<file path="config.mk">
export PLATFORM = sky130hd
export DESIGN_NAME = fetch
export DESIGN_NICKNAME = d
export VERILOG_FILES = /design/src/rtl/riscv_pkg.sv /design/src/rtl/fetch_skid.sv /design/src/rtl/fetch.sv
export SDC_FILE = /design/constraint.sdc
export NUM_CORES = 1
export LEC_CHECK = 0
export BUFFER_PORTS_ARGS = -buffer_cell sky130_fd_sc_hd__clkbuf_2
export CORE_MARGIN = 2
export CORE_UTILIZATION = 60
export CTS_BUF_LIST = sky130_fd_sc_hd__clkbuf_16
export DETAILED_ROUTE_END_ITERATION = 16
export PLACE_DENSITY = 0.85
export SETUP_SLACK_MARGIN = 0.3
export SYNTH_ARGS = -nofsm -noshare
export SYNTH_HDL_FRONTEND = slang
export SYNTH_SLANG_ARGS = --single-unit
</file>
<file path="constraint.sdc">
create_clock -name clk -period 20.5 [get_ports clk]
set_input_delay 1.025 -clock clk [delete_from_list [all_inputs] [get_ports clk]]
set_output_delay 1.025 -clock clk [all_outputs]
set_load 0.02 [all_outputs]
</file>
<file path="src/rtl/riscv_pkg.sv">
// riscv_pkg: definitions shared by the RISC-V pipeline stages.
//   XLEN      - datapath width
//   RESET_PC  - address of the first fetch after reset
//   NOP_INSTR - bubble instruction (addi x0,x0,0)
//   fetch_state_t - fetch FSM encoding (IDLE=0, REQ=1, WAIT=2, DROP=3)
package riscv_pkg;
  localparam int XLEN = 32;
  localparam logic [XLEN-1:0] RESET_PC  = 32'h0000_0000;
  localparam logic [XLEN-1:0] NOP_INSTR = 32'h0000_0013;

  typedef enum logic [1:0] {
    IDLE = 2'd0,
    REQ  = 2'd1,
    WAIT = 2'd2,
    DROP = 2'd3
  } fetch_state_t;
endpackage

</file>
<file path="src/rtl/fetch_skid.sv">
// fetch_skid: one-entry holding buffer for an instruction that returned
// from memory while the IF/ID register was stalled.
// Ports:
//   clk, reset            - clock, asynchronous active-high reset
//   load                  - capture {load_instr, load_pc}
//   drain                 - entry consumed by IF/ID
//   clear                 - discard entry (redirect); wins over load/drain
//   valid, instr, pc      - buffered entry
module fetch_skid
  import riscv_pkg::*;
(
  input  logic            clk,
  input  logic            reset,
  input  logic            load,
  input  logic            drain,
  input  logic            clear,
  input  logic [XLEN-1:0] load_instr,
  input  logic [XLEN-1:0] load_pc,
  output logic            valid,
  output logic [XLEN-1:0] instr,
  output logic [XLEN-1:0] pc
);
  logic            r_valid;
  logic [XLEN-1:0] r_instr;
  logic [XLEN-1:0] r_pc;

  always_ff @(posedge clk or posedge reset) begin
    if (reset) begin
      r_valid <= 1'b0;
      r_instr <= NOP_INSTR;
      r_pc    <= '0;
    end else if (clear) begin
      r_valid <= 1'b0;
    end else if (load) begin
      r_valid <= 1'b1;
      r_instr <= load_instr;
      r_pc    <= load_pc;
    end else if (drain) begin
      r_valid <= 1'b0;
    end
  end

  assign valid = r_valid;
  assign instr = r_instr;
  assign pc    = r_pc;
endmodule

</file>
<file path="src/rtl/fetch.sv">
// fetch: instruction-fetch stage. Owns the PC, issues one-outstanding
// fetches over a req/gnt/rvalid handshake (with back-to-back issue when a
// response returns), and holds the IF/ID register feeding decode.
// Ports:
//   clk, reset                    - clock, asynchronous active-high reset
//   imem_req/imem_addr (out)      - fetch request, held until imem_gnt
//   imem_gnt, imem_rvalid, imem_rdata (in) - memory handshake
//   PCTargetE, Branch_or_Jump_taken (in)   - redirect from execute
//   if_stall (in)                 - hold IF/ID and PC
//   instrD, PCD, PCPlus4D (out)   - IF/ID register
// Build option FETCH_PERF_EN adds perf_fetched / perf_bubbles counters.
module fetch
  import riscv_pkg::*;
(
  input  logic        clk,
  input  logic        reset,
  output logic        imem_req,
  output logic [31:0] imem_addr,
  input  logic        imem_gnt,
  input  logic        imem_rvalid,
  input  logic [31:0] imem_rdata,
  input  logic [31:0] PCTargetE,
  input  logic        Branch_or_Jump_taken,
  input  logic        if_stall,
  output logic [31:0] instrD,
  output logic [31:0] PCD,
  output logic [31:0] PCPlus4D
`ifdef FETCH_PERF_EN
  ,
  output logic [31:0] perf_fetched,
  output logic [31:0] perf_bubbles
`endif
);
  fetch_state_t    r_state, w_state_next;
  logic [XLEN-1:0] r_pc_f, w_pc_f_next;
  logic [XLEN-1:0] r_req_pc, w_req_pc_next;
  logic [XLEN-1:0] r_instr_d, r_pc_d, r_pc4_d;

  logic            w_skid_load, w_skid_drain, w_skid_clear, w_skid_valid;
  logic [XLEN-1:0] w_skid_instr, w_skid_pc;
  logic            w_rsp_to_ifid;   // response goes straight into IF/ID

  fetch_skid u_skid (
    .clk        (clk),
    .reset      (reset),
    .load       (w_skid_load),
    .drain      (w_skid_drain),
    .clear      (w_skid_clear),
    .load_instr (imem_rdata),
    .load_pc    (r_req_pc),
    .valid      (w_skid_valid),
    .instr      (w_skid_instr),
    .pc         (w_skid_pc)
  );

  always_comb begin
    w_state_next  = r_state;
    w_pc_f_next   = r_pc_f;
    w_req_pc_next = r_req_pc;
    imem_req      = 1'b0;
    imem_addr     = r_pc_f;
    w_skid_load   = 1'b0;
    w_rsp_to_ifid = 1'b0;
    case (r_state)
      IDLE: w_state_next = REQ;
      REQ: begin
        imem_req = 1'b1;
        if (imem_gnt) begin
          if (Branch_or_Jump_taken) begin
            w_state_next = DROP;   // granted fetch is on the flushed path
          end else begin
            w_req_pc_next = r_pc_f;
            w_pc_f_next   = r_pc_f + 32'd4;
            w_state_next  = WAIT;
          end
        end
      end
      WAIT: begin
        if (Branch_or_Jump_taken) begin
          // A same-cycle response is simply discarded, leaving nothing in flight.
          w_state_next = imem_rvalid ? REQ : DROP;
        end else if (imem_rvalid) begin
          if (if_stall) begin
            w_skid_load = 1'b1;    // stay in WAIT until the skid drains
          end else if (!w_skid_valid) begin
            w_rsp_to_ifid = 1'b1;
            imem_req      = 1'b1;  // back-to-back issue
            if (imem_gnt) begin
              w_req_pc_next = r_pc_f;
              w_pc_f_next   = r_pc_f + 32'd4;
            end else begin
              w_state_next = REQ;
            end
          end
        end else if (w_skid_valid && !if_stall) begin
          w_state_next = REQ;
        end
      end
      DROP: begin
        if (imem_rvalid) w_state_next = REQ;
      end
      default: w_state_next = IDLE;
    endcase
    if (Branch_or_Jump_taken) w_pc_f_next = PCTargetE;
  end

  assign w_skid_clear = Branch_or_Jump_taken;
  assign w_skid_drain = !Branch_or_Jump_taken && !if_stall && w_skid_valid;

  always_ff @(posedge clk or posedge reset) begin
    if (reset) begin
      r_state  <= IDLE;
      r_pc_f   <= RESET_PC;
      r_req_pc <= RESET_PC;
    end else begin
      r_state  <= w_state_next;
      r_pc_f   <= w_pc_f_next;
      r_req_pc <= w_req_pc_next;
    end
  end

  // IF/ID: redirect > stall > skid > fresh response > bubble
  always_ff @(posedge clk or posedge reset) begin
    if (reset) begin
      r_instr_d <= NOP_INSTR;
      r_pc_d    <= '0;
      r_pc4_d   <= '0;
    end else if (Branch_or_Jump_taken) begin
      r_instr_d <= NOP_INSTR;
      r_pc_d    <= '0;
      r_pc4_d   <= '0;
    end else if (!if_stall) begin
      if (w_skid_valid) begin
        r_instr_d <= w_skid_instr;
        r_pc_d    <= w_skid_pc;
        r_pc4_d   <= w_skid_pc + 32'd4;
      end else if (w_rsp_to_ifid) begin
        r_instr_d <= imem_rdata;
        r_pc_d    <= r_req_pc;
        r_pc4_d   <= r_req_pc + 32'd4;
      end else begin
        r_instr_d <= NOP_INSTR;
        r_pc_d    <= '0;
        r_pc4_d   <= '0;
      end
    end
  end

  assign instrD   = r_instr_d;
  assign PCD      = r_pc_d;
  assign PCPlus4D = r_pc4_d;

`ifdef FETCH_PERF_EN
  logic        w_load_instr, w_load_bubble;
  logic [31:0] r_perf_fetched, r_perf_bubbles;

  assign w_load_instr  = !Branch_or_Jump_taken && !if_stall && (w_skid_valid || w_rsp_to_ifid);
  assign w_load_bubble = Branch_or_Jump_taken ||
                         (!if_stall && !w_skid_valid && !w_rsp_to_ifid);

  always_ff @(posedge clk or posedge reset) begin
    if (reset) begin
      r_perf_fetched <= '0;
      r_perf_bubbles <= '0;
    end else begin
      if (w_load_instr)  r_perf_fetched <= r_perf_fetched + 32'd1;
      if (w_load_bubble) r_perf_bubbles <= r_perf_bubbles + 32'd1;
    end
  end

  assign perf_fetched = r_perf_fetched;
  assign perf_bubbles = r_perf_bubbles;
`endif
endmodule
</file>
==> results of run 1 <==
-- flip-flops by register name (all words and copies together), names as in the netlist --
signal and flops:
PCD 32, PCPlus4D 30, imem_addr 32, instrD 32, r_req_pc 32, r_state 2
u_skid.instr 32, u_skid.pc 32, u_skid.valid 1
-- final timing paths --
check                      cells after the start                to            start
setup / recovery                               5          imem_req         if_stall
hold / removal                                 2         instrD[5]  u_skid.instr[5]
setup reg to reg                               5     imem_addr[30]     u_skid.valid
hold reg to reg                                2         instrD[5]  u_skid.instr[5]
max in group asynchronous                      3      r_req_pc[26]            reset
min in group asynchronous                      2  u_skid.instr[21]            reset
-- final cells by class --
class,count,area share
multi-input combinational,599,0.362
clock buffer,25,0.0502
clock inverter,19,0.00873
inverter,65,0.0202
sequential,225,0.452
tap,225,0.0226
timing repair buffer,206,0.0843
-- power by group --
group / switching, mW / internal (mW) / total, mW
clock network: 0.172 / 0.232 / 0.404
logic: 0.124 / 0.133 / 0.257
registers: 0.148 / 0.541 / 0.689
-- logic make-up after synthesis --
group | synth area share
simple gates | 0.121
flops | 0.528
compound gates | 0.125
buf+inv | 0.0528
mux | 0.108
xor+xnor | 0.0574
fa+ha+maj | 0.00703
-- synth_stat cells, types with 3 or more instances --
cell / instances
buf_2: 17
a221o_1: 7
and3_1: 8
xnor2_1: 36
nand3_1: 33
xor2_1: 34
nand2b_1: 4
a221oi_1: 6
a211oi_1: 7
nor4_1: 7
a222oi_1: 52
nor2_1: 37
a21oi_1: 12
a31oi_1: 5
nand4_1: 37
a22oi_1: 12
nor3_1: 20
nand2_1: 64
o22ai_1: 4
mux2_2: 97
dfrtp_1: 219
clkbuf_1: 41
o221ai_1: 7
ha_1: 6
dfstp_2: 6
and2_1: 5
o211ai_1: 5
inv_1: 64
o31ai_1: 3
o21ai_0: 45
or3_1: 5
and4_1: 10
mux2i_1: 6
buf_1: 12
-- critical path: stages --
cell and delay (ns):
clkbuf_2 0.24, nor2_1 0.23, nand4_2 0.57, a21oi_1 0.42, clkbuf_2 0.22
-- layer usage --
metal | up-vias | part of all wire | wire length, um | GRT usage
met2 | 461 | 0.48 | 13300 | 0.474
met1 | 4246 | 0.40 | 11200 | 0.413
met5 | - | 0 | 0 | 0
met4 | 0 | 0.026 | 707 | 0.0922
met3 | 63 | 0.091 | 2510 | 0.0427
li1 | 3867 | - | - | -
==> flow_summary.ini, run 1 <==
[detailed_routing]
ant_nets = 0
drcViolationCount = 0
drt-total-wl_mm = 27.7
vias = 8637
via_per_inst = 6.33
firstDrtPassIters = 6
drt_iter0_markers = 958
wire_per_inst_um = 20.3

[sta]
hold_ws_ns = 0.474
period_minus_slack_ns = 3.74
setup_ws_ns = 16.76
worst_slew_pin_slew_ns = 1.15
timing.fmax_mhz = 267
slew_viol_final = 0
clock_skew_ns = 0.0124
setup_tns_ns = 0
finalHoldViolCount = 0
setup_violations = 0
rsz0062_at_grt = false
timing.final.crit_share = 0.183
relSlewSlack = 0.232

[clock_tree]
holdBufCountCts = 0
clockBufferDepth = 3
clock_latency_ns = 0.51
cts_root_buffer = clkbuf_16
clk_pin_slew_ns = 0.06
cts_resized = 0
cts_made_buffers = 24
cts_tree = built
numClockSinks = 225
htreeDepth = 1
cts_setup_buffers = 0

[final_layout]
nets = 1197
multi_input_area_mm2 = 0.00451
num-fill-cells = 1189
final_common_cell = dfrtp_1
seqCellArea_mm2 = 0.00564
fin_cells = 1364
syn2layout_area_growth_pct = 16.7
antennaDiodeCount = 0
final_cell_area_mm2 = 0.0125
final_util = 0.718
final_layout_size_suffix_gt1_frac = 0.310
layout_common_cells = dfrtp_1, clkbuf_2, mux2_2, inv_1, nand2_1

[logic_synthesis]
yosys_warnings = 0
ys_async_sr_fraction = 1.00
yosysTopAreaCell = dfrtp_1
synth_edf_count = 0
ys_types = 57
synthFlopType = dfrtp_1
syn_inst = 964
seq_area_frac_synth = 0.528
synth_top_cell_area_share = 0.513
synthTopCellsByArea = dfrtp_1, mux2_2, a222oi_1
synth_fp_nets = 1040
syn-cell-area_mm2 = 0.0107
synth-seq-cells = 225
syn_area_per_cell_um2 = 11.1

[floorplanning]
start_util = 0.615
die-area_mm2 = 0.0189
core_mm2 = 0.0174
boundaryPins = 199
die_x_um = 137
rows = 48
die_h_um = 137

[power]
ir_drop_mv = 0.0846
leakage_nw = 6.15
p_per_area_mw_per_mm2 = 108
report.power.total_mw = 1.35

[placed_design]
place_hpwl_mm = 18.2
place_area_mm2 = 0.0117
portBuffers = 198
dp.cells = 1320
place_ws_ns = 16.82
routabilityCongestion = 0.919

[global_routing]
overflow = 0
grt_usage = 0.293
grt_pass1_vias = 8346
antenna_found_initial = 0
grt_pass1_wl_mm = 43.7
grt_max_degree = 152

[critical_path]
startpoint_type = primary input
worstSetupPathType = in2out
end_kind = output pin
r2r_slack_ns = 17.69
worstPathRequired_ns = 19.48
critical_path.max_fanout = 19
crit_arrival_ns = 2.72

[run_status]
outcome = finished, final reports clean

[min_path]
hold_class = reg2reg

[flow_run]
drv_cap = 0
(Power assumes the default switching activity.)
==> inputs of run 2 (changes only) <==
- ABC_AREA: not set -> 1
- CORE_UTILIZATION: 60 -> 57
- PLACE_DENSITY: 0.85 -> 0.81
- clock period: 20.5 -> 3.5 ns (I/O delays scaled with it)
==> flow_summary.ini, run 2 <==
[critical_path]
startpoint_type = flip-flop
crit_arrival_ns = 2.33
critPathBufInv = 3
crit_path_max_incr_delay_ns = 0.41
worstPathRequired_ns = 3.32
worstSetupPathType = reg2out
worstPathCellList = inv_1, ha_1, nand2_1, nor2_2, nand2_2, buf_4, a21oi_1, clkbuf_2
end_kind = output pin
critical_path.max_fanout = 43
crit_family = buffers and inverters
cpMaxStageDelayCell = dfrtp_1

[floorplanning]
core_mm2 = 0.0210
die_x_um = 150
start_util = 0.577
boundaryPins = 199
die_h_um = 150
die-area_mm2 = 0.0224
rows = 53

[detailed_routing]
ant_nets = 0
drcViolationCount = 0
drt_iter0_markers = 1288
wire_per_inst_um = 17.4
drt-total-wl_mm = 37.9
vias = 12200
via_per_inst = 5.60
firstDrtPassIters = 11

[logic_synthesis]
syn-cell-area_mm2 = 0.0121
synth-seq-cells = 225
synth_fp_nets = 1733
ys_async_sr_fraction = 1.00
yosys_warnings = 0
synth_top_cell_area_share = 0.453
yosysTopAreaCell = dfrtp_1
syn_area_per_cell_um2 = 7.30
synthTopCellsByArea = dfrtp_1, nand2_1, nor2_1
synth_edf_count = 0
yosysMostFrequentCell = nand2_1
yosys-top-cells-count = nand2_1, dfrtp_1, nor2_1
synthFlopType = dfrtp_1
seq_area_frac_synth = 0.466
ys_types = 40
syn_inst = 1657

[sta]
slew_viol_final = 0
worst_slew_pin_slew_ns = 0.977
period_minus_slack_ns = 2.51
hold_ws_ns = 0.0130
setup_violations = 0
clock_skew_ns = 0.0117
timing.final.crit_share = 0.717
finalHoldViolCount = 0
rsz0062_at_grt = false
setup_tns_ns = 0
setup_ws_ns = 0.991
relSlewSlack = 0.347
timing.fmax_mhz = 399

[clock_tree]
numClockSinks = 225
cts_resized = 0
clockBufferDepth = 3
cts_made_buffers = 25
htreeDepth = 1
cts_setup_buffers = 0
cts_tree = built
clock_latency_ns = 0.54
cts_root_buffer = clkbuf_16
clk_pin_slew_ns = 0.06

[flow_run]
drv_cap = 0

[power]
leakage_nw = 7.35
p_comb_frac = 0.303
report.power.total_mw = 9.91
p_int_mw = 5.81
ir_drop_mv = 0.506
p_switching_mw = 4.10
swShare = 0.414
p_seq_frac = 0.428
p_per_area_mw_per_mm2 = 672
pwr-share-clk = 0.270

[final_layout]
final_common_cell = nand2_1
nets = 1966
syn2layout_area_growth_pct = 21.8
final_cell_area_mm2 = 0.0147
final_layout_size_suffix_gt1_frac = 0.159
antennaDiodeCount = 0
final_util = 0.703
layout_common_cells = nand2_1, dfrtp_1, nor2_1, clkbuf_2, inv_1
fin_cells = 2184

[placed_design]
dp.cells = 2077
place_hpwl_mm = 26.2
place_area_mm2 = 0.0133
portBuffers = 198
routabilityCongestion = 0.949
place_ws_ns = 1.11

[run_status]
outcome = finished, final reports clean

[global_routing]
antenna_found_initial = 0
grt_usage = 0.343
grt_max_degree = 137
overflow = 0
grt_pass1_wl_mm = 60.5
grt_pass1_vias = 11500

[min_path]
hold_class = in2reg
run 2: cell types whose count changed in the layout (fill, tap and decap cells not counted), sizes merged, moves of 23 or more:
cell | previous run | this run
mux2 | 97 | 0
o21ai | 45 | 149
nand2 | 64 | 530
nor2 | 37 | 216
a21oi | 12 | 35
inv | 74 | 182
a222oi | 52 | 0
nand3 | 34 | 111
o211ai | 5 | 37
dlygate4sd3 | 0 | 61
xnor2 | 36 | 1
xor2 | 34 | 6
run 2: worst register-to-register path: cells and delay by family, from the launching register on:
family	cells	cell delay, ns
adders and majority gates	1	0.26
buffers and inverters	3	0.62
DFF	1	0.40
and+or+nand+nor	3	0.76
AOI/OAI and AO/OA	2	0.22
run 2: worst paths after layout:
kind / startpoint / endpoint / slack, ns / depth (start not counted)
worst max-delay path: r_state[0] / imem_req / 0.99 / 8
worst min register to register: PCPlus4D[26] / PCPlus4D[26] / 0.48 / 2
worst max register to register: r_state[0] / r_req_pc[13] / 1.11 / 9
max in group asynchronous: reset / PCPlus4D[22] / 2.22 / 4
min in group asynchronous: reset / instrD[12] / 0.22 / 3
worst min-delay path: PCTargetE[24] / imem_addr[24] / 0.01 / 5
run 2: cells by family (layout without fill, tap and decap cells):
logic type	Yosys count	count (layout)	share of synthesized area
buffers and inverters	252	504	0.0844
AOI/OAI and AO/OA	267	267	0.131
and+or+nand+nor	900	900	0.307
xor gates and xnor gates	7	7	0.00507
DFF	225	225	0.466
adders and majority gates	6	6	0.00620
run 2: power by group through the flow:
| stage | registers [mW] | clock network [mW] | logic [mW] |
|---|---|---|---|
| after floorplan | 4.10 | 0 | 1.95 |
| after detailed placement | 4.22 | 0 | 2.87 |
| after global placement | 4.21 | 0 | 2.79 |
| after CTS | 4.18 | 2.69 | 2.95 |
| after global routing | 4.31 | 2.81 | 3.40 |
| final | 4.24 | 2.67 | 3.00 |
run 2: area by class of cell:
cell class	count	area, um^2
clock inverter	21	205
sequential	225	5640
timing repair buffer	277	1790
clock buffer	25	626
fill	1687	6220
tap	275	344
inverter	181	683
multi-input combinational	1180	5450
run 2: per-layer routing:
metal	global-route usage	wire, um	vias to the layer above
met3	0.0512	3410	100
met2	0.540	17400	623
met5	0	0	-
met1	0.483	15800	5688
met4	0.129	1370	0
li1	-	-	5818
run 2: what timing repair did:
item,4_1_cts,5_1_grt
hold endpoints to repair,111,0
hold buffers,61,0
setup endpoints to repair,0,0
